==> src/rtl/bcd_pkg.sv <==
// Shared constants, FSM state type and digit helpers for the serial packed-BCD adder/subtractor.
package bcd_pkg;

    localparam int         BCD_DIGIT_W = 4;
    localparam logic [3:0] BCD_MAX     = 4'd9;
    localparam logic [3:0] BCD_CORR    = 4'd6;

    localparam logic OP_ADD = 1'b0;
    localparam logic OP_SUB = 1'b1;

    typedef enum logic [1:0] {
        S_IDLE,
        S_CALC,
        S_CORR,
        S_DONE
    } state_t;

    function automatic logic [3:0] nines_comp(input logic [3:0] digit);
        return BCD_MAX - digit;
    endfunction

    function automatic logic digit_invalid(input logic [3:0] digit);
        return digit > BCD_MAX;
    endfunction

endpackage

==> src/rtl/bcd_serial_addsub_if.sv <==
// Request/result bundle of bcd_serial_addsub; master drives the request, slave returns the result.
interface bcd_serial_addsub_if #(
    parameter int NR_DIGITS = 4
);
    localparam int WIDTH = 4 * NR_DIGITS;

    logic             start;
    logic             op;
    logic [WIDTH-1:0] nr1;
    logic [WIDTH-1:0] nr2;
    logic             busy;
    logic             done;
    logic [WIDTH-1:0] result;
    logic             carry_out;
    logic             neg;
    logic             err;

    modport master (
        output start, op, nr1, nr2,
        input  busy, done, result, carry_out, neg, err
    );

    modport slave (
        input  start, op, nr1, nr2,
        output busy, done, result, carry_out, neg, err
    );

endinterface

==> src/rtl/bcd_digit_add.sv <==
// Combinational single-digit BCD adder with decimal correction; reused for every digit position.
module bcd_digit_add
    import bcd_pkg::*;
(
    input  logic [3:0] a,
    input  logic [3:0] b,
    input  logic       cin,
    output logic [3:0] sum,
    output logic       cout
);

    logic [4:0] raw;

    always_comb begin
        raw  = {1'b0, a} + {1'b0, b} + {4'b0000, cin};
        sum  = raw[3:0];
        cout = 1'b0;
        if (raw > {1'b0, BCD_MAX}) begin
            sum  = 4'(raw + {1'b0, BCD_CORR});
            cout = 1'b1;
        end
    end

endmodule

==> src/rtl/bcd_serial_addsub.sv <==
// Serial packed-BCD add/subtract, one digit per clock, LSD first.
// Define BCD_SIGN_MAG_EN to return negative differences as sign + magnitude instead of ten's complement.
module bcd_serial_addsub
    import bcd_pkg::*;
#(
    parameter  int NR_DIGITS = 4,
    localparam int WIDTH     = 4 * NR_DIGITS
) (
    input  logic                 clk,
    input  logic                 rst,
    bcd_serial_addsub_if.slave   bus
);

    localparam int IDX_W = (NR_DIGITS > 1) ? $clog2(NR_DIGITS) : 1;

    state_t             state;
    state_t             state_nxt;
    logic [IDX_W-1:0]   idx;
    logic [WIDTH-1:0]   a_sr;
    logic [WIDTH-1:0]   b_sr;
    logic [WIDTH-1:0]   res_q;
    logic [WIDTH-1:0]   res_next;
    logic               op_q;
    logic               carry_q;
    logic               carry_out_q;
    logic               neg_q;
    logic               err_q;
    logic               operands_bad;
    logic               last_digit;
    logic [3:0]         slice_b;
    logic [3:0]         slice_sum;
    logic               slice_cout;

    always_comb begin
        operands_bad = 1'b0;
        for (int i = 0; i < NR_DIGITS; i++) begin
            if (digit_invalid(bus.nr1[4*i +: 4]) || digit_invalid(bus.nr2[4*i +: 4]))
                operands_bad = 1'b1;
        end
    end

    // Subtraction is A + nines(B) + 1; the correction pass reuses this with A forced to zero.
    assign slice_b    = (op_q == OP_SUB) ? nines_comp(b_sr[3:0]) : b_sr[3:0];
    assign last_digit = (idx == IDX_W'(NR_DIGITS - 1));

    bcd_digit_add u_digit (
        .a    (a_sr[3:0]),
        .b    (slice_b),
        .cin  (carry_q),
        .sum  (slice_sum),
        .cout (slice_cout)
    );

    // New digits enter at the top, so after NR_DIGITS shifts digit 0 sits at the bottom.
    assign res_next = (res_q >> BCD_DIGIT_W) | (WIDTH'(slice_sum) << (WIDTH - BCD_DIGIT_W));

    always_ff @(posedge clk or posedge rst) begin
        if (rst)
            state <= S_IDLE;
        else
            state <= state_nxt;
    end

    always_comb begin
        state_nxt = state;
        case (state)
            S_IDLE: begin
                if (bus.start)
                    state_nxt = operands_bad ? S_DONE : S_CALC;
            end
            S_CALC: begin
`ifdef BCD_SIGN_MAG_EN
                if (last_digit)
                    state_nxt = ((op_q == OP_SUB) && !slice_cout) ? S_CORR : S_DONE;
`else
                if (last_digit)
                    state_nxt = S_DONE;
`endif
            end
`ifdef BCD_SIGN_MAG_EN
            S_CORR: begin
                if (last_digit)
                    state_nxt = S_DONE;
            end
`endif
            S_DONE:  state_nxt = S_IDLE;
            default: state_nxt = S_IDLE;
        endcase
    end

    always_ff @(posedge clk or posedge rst) begin
        if (rst) begin
            idx         <= '0;
            a_sr        <= '0;
            b_sr        <= '0;
            res_q       <= '0;
            op_q        <= OP_ADD;
            carry_q     <= 1'b0;
            carry_out_q <= 1'b0;
            neg_q       <= 1'b0;
            err_q       <= 1'b0;
        end else begin
            case (state)
                S_IDLE: begin
                    if (bus.start) begin
                        op_q        <= bus.op;
                        a_sr        <= bus.nr1;
                        b_sr        <= bus.nr2;
                        idx         <= '0;
                        carry_q     <= bus.op;
                        carry_out_q <= 1'b0;
                        neg_q       <= 1'b0;
                        res_q       <= '0;
                        err_q       <= operands_bad;
                    end
                end
                S_CALC: begin
                    res_q   <= res_next;
                    a_sr    <= a_sr >> BCD_DIGIT_W;
                    b_sr    <= b_sr >> BCD_DIGIT_W;
                    carry_q <= slice_cout;
                    idx     <= idx + IDX_W'(1);
                    if (last_digit) begin
                        idx         <= '0;
                        carry_out_q <= slice_cout;
                        neg_q       <= (op_q == OP_SUB) && !slice_cout;
`ifdef BCD_SIGN_MAG_EN
                        // Prime the second pass: 0 - result = nines(result) + 1.
                        if ((op_q == OP_SUB) && !slice_cout) begin
                            a_sr    <= '0;
                            b_sr    <= res_next;
                            carry_q <= 1'b1;
                        end
`endif
                    end
                end
`ifdef BCD_SIGN_MAG_EN
                S_CORR: begin
                    res_q   <= res_next;
                    a_sr    <= a_sr >> BCD_DIGIT_W;
                    b_sr    <= b_sr >> BCD_DIGIT_W;
                    carry_q <= slice_cout;
                    idx     <= last_digit ? '0 : idx + IDX_W'(1);
                end
`endif
                default: ;
            endcase
        end
    end

    assign bus.busy      = (state != S_IDLE);
    assign bus.done      = (state == S_DONE);
    assign bus.result    = res_q;
    assign bus.carry_out = carry_out_q;
    assign bus.neg       = neg_q;
    assign bus.err       = err_q;

endmodule
==> src/flat_wrapper.sv <==
// flat-port wrapper written by rule: the top's interface ports become plain ports
module bcd_serial_addsub_flat import bcd_pkg::*;
#(
    parameter  int NR_DIGITS = 4,
    localparam int WIDTH     = 4 * NR_DIGITS
)
  (clk, rst, bus_start, bus_op, bus_nr1, bus_nr2, bus_busy, bus_done, bus_result, bus_carry_out, bus_neg, bus_err);
  bcd_serial_addsub_if #(.NR_DIGITS(NR_DIGITS)) bus_i ();
  input  logic clk;
  input  logic rst;
  input wire logic [$bits(bus_i.start)-1:0] bus_start;
  input wire logic [$bits(bus_i.op)-1:0] bus_op;
  input wire logic [$bits(bus_i.nr1)-1:0] bus_nr1;
  input wire logic [$bits(bus_i.nr2)-1:0] bus_nr2;
  output wire logic [$bits(bus_i.busy)-1:0] bus_busy;
  output wire logic [$bits(bus_i.done)-1:0] bus_done;
  output wire logic [$bits(bus_i.result)-1:0] bus_result;
  output wire logic [$bits(bus_i.carry_out)-1:0] bus_carry_out;
  output wire logic [$bits(bus_i.neg)-1:0] bus_neg;
  output wire logic [$bits(bus_i.err)-1:0] bus_err;
  assign bus_i.start = bus_start;
  assign bus_i.op = bus_op;
  assign bus_i.nr1 = bus_nr1;
  assign bus_i.nr2 = bus_nr2;
  assign bus_busy = bus_i.busy;
  assign bus_done = bus_i.done;
  assign bus_result = bus_i.result;
  assign bus_carry_out = bus_i.carry_out;
  assign bus_neg = bus_i.neg;
  assign bus_err = bus_i.err;
  bcd_serial_addsub #(.NR_DIGITS(NR_DIGITS)) u_core (.clk(clk), .rst(rst), .bus(bus_i));
endmodule
==> config.mk <==
export PLATFORM = sky130hd
export DESIGN_NAME = bcd_serial_addsub_flat
export DESIGN_NICKNAME = d
export VERILOG_FILES = /design/src/rtl/bcd_pkg.sv /design/src/rtl/bcd_serial_addsub_if.sv /design/src/rtl/bcd_digit_add.sv /design/src/rtl/bcd_serial_addsub.sv /design/src/flat_wrapper.sv
export SDC_FILE = /design/constraint.sdc
export NUM_CORES = 1
export LEC_CHECK = 0
export ABC_AREA = 1
export BUFFER_PORTS_ARGS = -buffer_cell sky130_fd_sc_hd__buf_4
export CAP_MARGIN = 20
export CELL_PAD_IN_SITES_DETAIL_PLACEMENT = 0
export CELL_PAD_IN_SITES_GLOBAL_PLACEMENT = 2
export CORE_MARGIN = 2
export CORE_UTILIZATION = 35
export DETAILED_ROUTE_END_ITERATION = 10
export GPL_ROUTABILITY_DRIVEN = 0
export GPL_TIMING_DRIVEN = 0
export PLACE_DENSITY_LB_ADDON = 0.05
export REMOVE_ABC_BUFFERS = 1
export SYNTH_ARGS = -nofsm -noshare
export SYNTH_HDL_FRONTEND = slang
export SYNTH_SLANG_ARGS = --single-unit
==> constraint.sdc <==
create_clock -name clk -period 3.4 [get_ports clk]
set_input_delay 0.51 -clock clk [delete_from_list [all_inputs] [get_ports clk]]
set_output_delay 0.51 -clock clk [all_outputs]
set_load 0.01 [all_outputs]
== Word-level counts from Yosys, hierarchy flattened ==
Index checks and enable logic that the tools add are counted.

* Reductions and logical operators: 13
* Add/subtract/negate cells: 5
* Equality and inequality tests: 5
* Bitwise logic cells: 1
* Order comparisons: 9
* Muxes and demuxes: 27

{| class="wikitable"
|+ Operators by type and width
! kind !! count
|-
| $pmux 16 s2 || 3
|-
| $mux 16 || 3
|-
| $gt 4x4->1 const B || 8
|-
| $or 12x16->16 || 1
|-
| $mux 2 || 5
|-
| $mux 1 || 9
|-
| $mux 4 || 2
|-
| $pmux 2 s2 || 2
|-
| $pmux 1 s2 || 3
|-
| $reduce_and 2->1 || 3
|-
| $add 4x4->5 || 1
|-
| $add 5x1->5 || 1
|-
| $gt 5x4->1 const B || 1
|-
| $add 4x3->4 const B || 1
|-
| $eq 2x2->1 const B || 2
|-
| $logic_or 1x1->1 || 4
|-
| $reduce_bool 2->1 || 2
|-
| $sub 4x4->4 const A || 1
|-
| $reduce_and 3->1 || 1
|-
| $add 2x1->2 const B || 1
|-
| $eq 2x1->1 const B || 1
|-
| $logic_not 2->1 || 1
|-
| $ne 2x1->1 const B || 1
|-
| $ne 2x2->1 const B || 1
|-
| 2 further kinds || 2
|}

* Bits of input ports: 36
* Register bits after elaboration: 57
* Logic and storage cells: 70
* Output and inout bits: 21

== Longest topological paths before layout ==
* Depth in word-level cells: 10
* Gate-level depth with buffers: 16

== Modules after synthesis ==
A second synthesis with hierarchy kept.

* Cell total of the unflattened synthesis: 337
* Area, all modules: 2861.5 um2

{| class="wikitable"
|+ Modules (own cells, without submodules)
! module !! times used !! area each (um2) !! cells each !! seq. area each (um2)
|-
| bcd_serial_addsub || 1 || 2561.2 || 290 || 1426.4
|-
| bcd_digit_add || 1 || 300.3 || 47 || 0.0
|}

== Worst setup path before layout ==
OpenSTA, ideal clock, no wires.

* Kind: register to register
* From: reg u_core.op_q
* To: reg u_core.carry_q
* Path buffers: 0
* Required time: 3.269 ns
* Setup time: 0.131 ns
* Cell stages (with the launch flop): 14
* Arrival time: 2.140 ns
* Path slack: 1.129 ns
* Cells stage by stage: dfrtp_1 -> xnor2_1 -> fa_1 -> inv_1 -> fa_1 -> inv_1 -> ha_1 -> nand2_1 -> inv_1 -> a21oi_2 -> nand2_1 -> nand2_1 -> nand2_1 -> o211ai_1

* Longest elaborated chain between the ends: 6

{| class="wikitable"
|+ Ends and longest elaborated chain
! what !! RTL line !! source
|-
| from (decl) || bcd_serial_addsub.sv:23 || <nowiki>logic op_q;</nowiki>
|-
| from (signal assigned) || bcd_serial_addsub.sv:106 || <nowiki>op_q <= bus.op;</nowiki>
|-
| $mux 4 || bcd_serial_addsub.sv:43 || <nowiki>assign slice_b = (op_q == OP_SUB) ? nines_comp(b_sr[3:0]) : b_sr[3:0];</nowiki>
|-
| $add 4x4->5 || bcd_digit_add.sv:15 || <nowiki>raw = {1'b0, a} + {1'b0, b} + {4'b0000, cin};</nowiki>
|-
| $add 5x1->5 || bcd_digit_add.sv:15 ||
|-
| $gt 5x4->1 || bcd_digit_add.sv:18 || <nowiki>if (raw > {1'b0, BCD_MAX}) begin</nowiki>
|-
| $mux 1 || bcd_digit_add.sv:18 ||
|-
| $pmux 1 s2 || bcd_serial_addsub.sv:103 || <nowiki>case (state)</nowiki>
|-
| to (signal assigned) || bcd_serial_addsub.sv:110 || <nowiki>carry_q <= bus.op;</nowiki>
|-
| to (signal assigned) || bcd_serial_addsub.sv:121 || <nowiki>carry_q <= slice_cout;</nowiki>
|-
| to (decl) || bcd_serial_addsub.sv:24 || <nowiki>logic carry_q;</nowiki>
|}

No other way between the ends.
A chain may end at the register's enable or synchronous reset.

== Worst setup path in the final report ==
Same ends and word-level chain as after synthesis.

==> flow_metrics.py <==
metrics = {
    "setup_path": {
        "required_ns": 3.59,
        "crit_type": "flop to flop",
        "reg2reg_depth": 13,
        "reg2reg_to": "u_core.carry_q",
        "crit_path_frequent_cell": "nand2_1",
        "slowest_stage": "dfrtp_1",
        "endpoint_kind": "flop",
        "worstPathCellList": "xnor2_1, fa_1, inv_1, fa_1, inv_1, ha_1, nand2_1, inv_1, a21oi_2, nand2_1, nand2_1, nand2_1, o211ai_1",
        "r2r_slack_ns": 0.81,
        "cp-start-kind": "flop",
        "worstPathArrival_ns": 2.78,
        "crit_fanout": 5,
        "max_stage_delay_ns": 0.45,
        "rr_startpoint": "u_core.op_q",
    },
    "logic_synthesis": {
        "ys_ff_latch": 57,
        "synth_xor_area_share_pct": 0.6022,
        "yosys.area_share.adder_pct": 3.957,
        "synth_top_cell_area_share_pct": 49.03,
        "ys_seq_area_share_pct": 49.03,
        "synth-main-ff-cell": "dfrtp_1",
        "synthCells": 322,
        "syn_avg_cell_area_um2": 9.034,
        "synth_area_um2": 2909,
        "synthSimpleGateAreaFrac_pct": 14.11,
        "netlist_top_cells_area": "dfrtp_1, nand2_1, inv_1",
        "synth.largest_area_cell": "dfrtp_1",
        "synth_top_family_by_area": "compound AO/OA/AOI/OAI gates",
        "synth_compound_area_share_pct": 20.00,
        "ys_types": 35,
        "synthMuxAreaShare_pct": 0,
        "async_reset_ff_share_pct": 100.0,
        "yosys_warnings": 0,
        "synth-edff-count": 0,
    },
    "placement": {
        "post_dp_cell_area_um2": 3387,
        "placed_cells": 470,
        "dp.final_hpwl_um": 4555,
        "io_buffers": 56,
        "dpl_worst_slack_ns": 0.8178,
    },
    "cts": {
        "insertion_delay_ns": 0.34,
        "cts_buffer_depth": 2,
        "cts_resized": 0,
        "cts_sinks": 57,
        "cts_tree": "built",
        "htreeDepth": 3,
        "post_cts_buffers": 0,
        "ctsHoldBuffers": 0,
        "cts_buffers": 9,
        "clockRootBuffer": "clkbuf_8",
        "clk_pin_slew_ns": 0.06,
    },
    "grt": {
        "grt_usage_pct": 15.71,
        "grt_max_degree": 50,
        "antenna_found_initial": 0,
        "gr-total-overflow": 0,
        "grt_first_pass_wirelength_um": 10700,
        "grt_pass1_vias": 2233,
    },
    "die": {
        "pin_count": 57,
        "start_util_pct": 35.76,
        "dieHeight_um": 95.17,
        "rows": 33,
        "die_w_um": 95.17,
        "core-area_um2": 8134,
        "fp.dieArea_um2": 9056,
    },
    "power": {
        "seq_power_share_pct": 27.9,
        "intPower_mw": 2.284,
        "powerDensity_nw_per_um2": 1120,
        "leakage_nw": 1.774,
        "power.total_mw": 4.051,
        "vdd_ir_drop_max_v": 0.0003794,
        "clockPowerShare_pct": 17.8,
        "p_switching_mw": 1.767,
        "pwr-share-comb_pct": 54.2,
        "switching_share_pct": 43.62,
    },
    "route": {
        "wl_per_cell_um": 13.25,
        "vias_per_cell": 4.730,
        "ant_nets": 0,
        "via_count": 2299,
        "drt_iter0_drc": 127,
        "drc_errors": 0,
        "routed_wirelength_um": 6441,
        "first_pass_iters": 4,
    },
    "sta": {
        "whs_ns": 0.2404,
        "max_freq_mhz": 386.3,
        "slew_headroom_pct": 52.94,
        "timing.final.ws_setup_ns": 0.8115,
        "rsz0062_at_grt": "false",
        "tightest_slew_ns": 0.7042,
        "setup_violations": 0,
        "timing.final.crit_period_ns": 2.588,
        "slew_viol_final": 0,
        "finClkSkew_ns": 0.01141,
        "fin_tns_setup_ns": 0,
        "min_period_over_period_pct": 76.13,
        "hold_violations": 0,
    },
    "status": {
        "status": "finished clean",
    },
    "final_layout": {
        "most-common-layout-cells": "nand2_1, inv_1, dfrtp_1, buf_4, o21ai_0",
        "nets": 420,
        "final_common_cell": "nand2_1",
        "fin_area_um2": 3617,
        "final_cells": 486,
        "syn_to_final_growth_pct": 24.34,
        "diodes": 0,
        "fin_util_pct": 44.47,
        "layout-drive-gt1-share_pct": 24.41,
    },
    "job": {
        "drv_cap": 0,
    },
    "hold_path": {
        "hp-class": "input pin to asynchronous set/reset pin",
    },
}
[kinds of logic after synthesis]
group                    count (synthesis)
AND/OR/NAND/NOR                         91
AO/OA/AOI/OAI                           86
buffers and inverters                   78
flip-flops                              57
adder cells (fa/ha/maj)                  8
XOR/XNOR                                 2
[worst max-delay path by stage]
stage | end | slack (ns) | cells after the start | start
after floorplan | u_core.carry_q | 1.12 | 13 | u_core.op_q
final | u_core.carry_q | 0.81 | 13 | u_core.op_q
after detailed placement | u_core.carry_q | 0.82 | 13 | u_core.op_q
after global placement | u_core.bus.result[2] | 0.58 | 2 | rst
after global routing | u_core.bus.carry_out | 0.55 | 16 | u_core.b_sr[1]
after CTS | u_core.carry_q | 0.79 | 13 | u_core.op_q
[worst max-delay path: cells and delay by family (launching register included)]
family	cells	cell delay, ns
adder cells (fa/ha/maj)	3	1.01
AND/OR/NAND/NOR	4	0.39
buffers and inverters	3	0.27
XOR/XNOR	1	0.18
flip-flops	1	0.45
AO/OA/AOI/OAI	2	0.14
[per-layer routing]
metal	routed length [µm]	global-route usage, %	vias to the layer above
met5	0	0	-
met4	64	5.072	0
met2	3094	24.77	47
li1	-	-	1169
met1	2978	20.28	1077
met3	303	5.375	6
[final cells by class]
class	instances	area, µm²
multi-input combinational	187	1125
inverter	63	244.0
fill	820	4517
clock buffer	12	155.1
sequential	57	1426
tap	105	131.4
timing repair buffer	58	460.4
clock inverter	4	75.07
[cell usage after synthesis (3+ instances only)]
master,count
dfrtp_1,57
o21ai_0,41
buf_4,3
a221oi_1,6
o21a_1,3
buf_2,5
a21oi_1,4
inv_1,59
o22ai_2,9
o211ai_1,17
buf_6,5
nor3_1,8
nand3_1,11
nand2_1,61
ha_1,6
nor2_1,3
[power by group through the flow]
| stage | logic, mW | registers (mW) | clock network [mW] |
|---|---|---|---|
| floorplan | 1.58 | 1.15 | 0 |
| CTS | 2.24 | 1.14 | 0.753 |
| finish | 2.20 | 1.13 | 0.722 |
| global route | 2.54 | 1.17 | 0.776 |
| global placement | 2.18 | 1.14 | 0 |
| detailed placement | 2.22 | 1.15 | 0 |
[registers in the layout (all words and copies together) (netlist names)]
| register | cells |
|---|---|
| u_core.carry_q | 1 |
| u_core.idx | 2 |
| u_core.op_q | 1 |
| u_core.bus.carry_out | 1 |
| u_core.b_sr | 16 |
| u_core.a_sr | 16 |
| u_core.state | 2 |
| u_core.bus.neg | 1 |
| u_core.bus.result | 16 |
| u_core.bus.err | 1 |
Note: power is estimated with default switching activity, not from simulation.
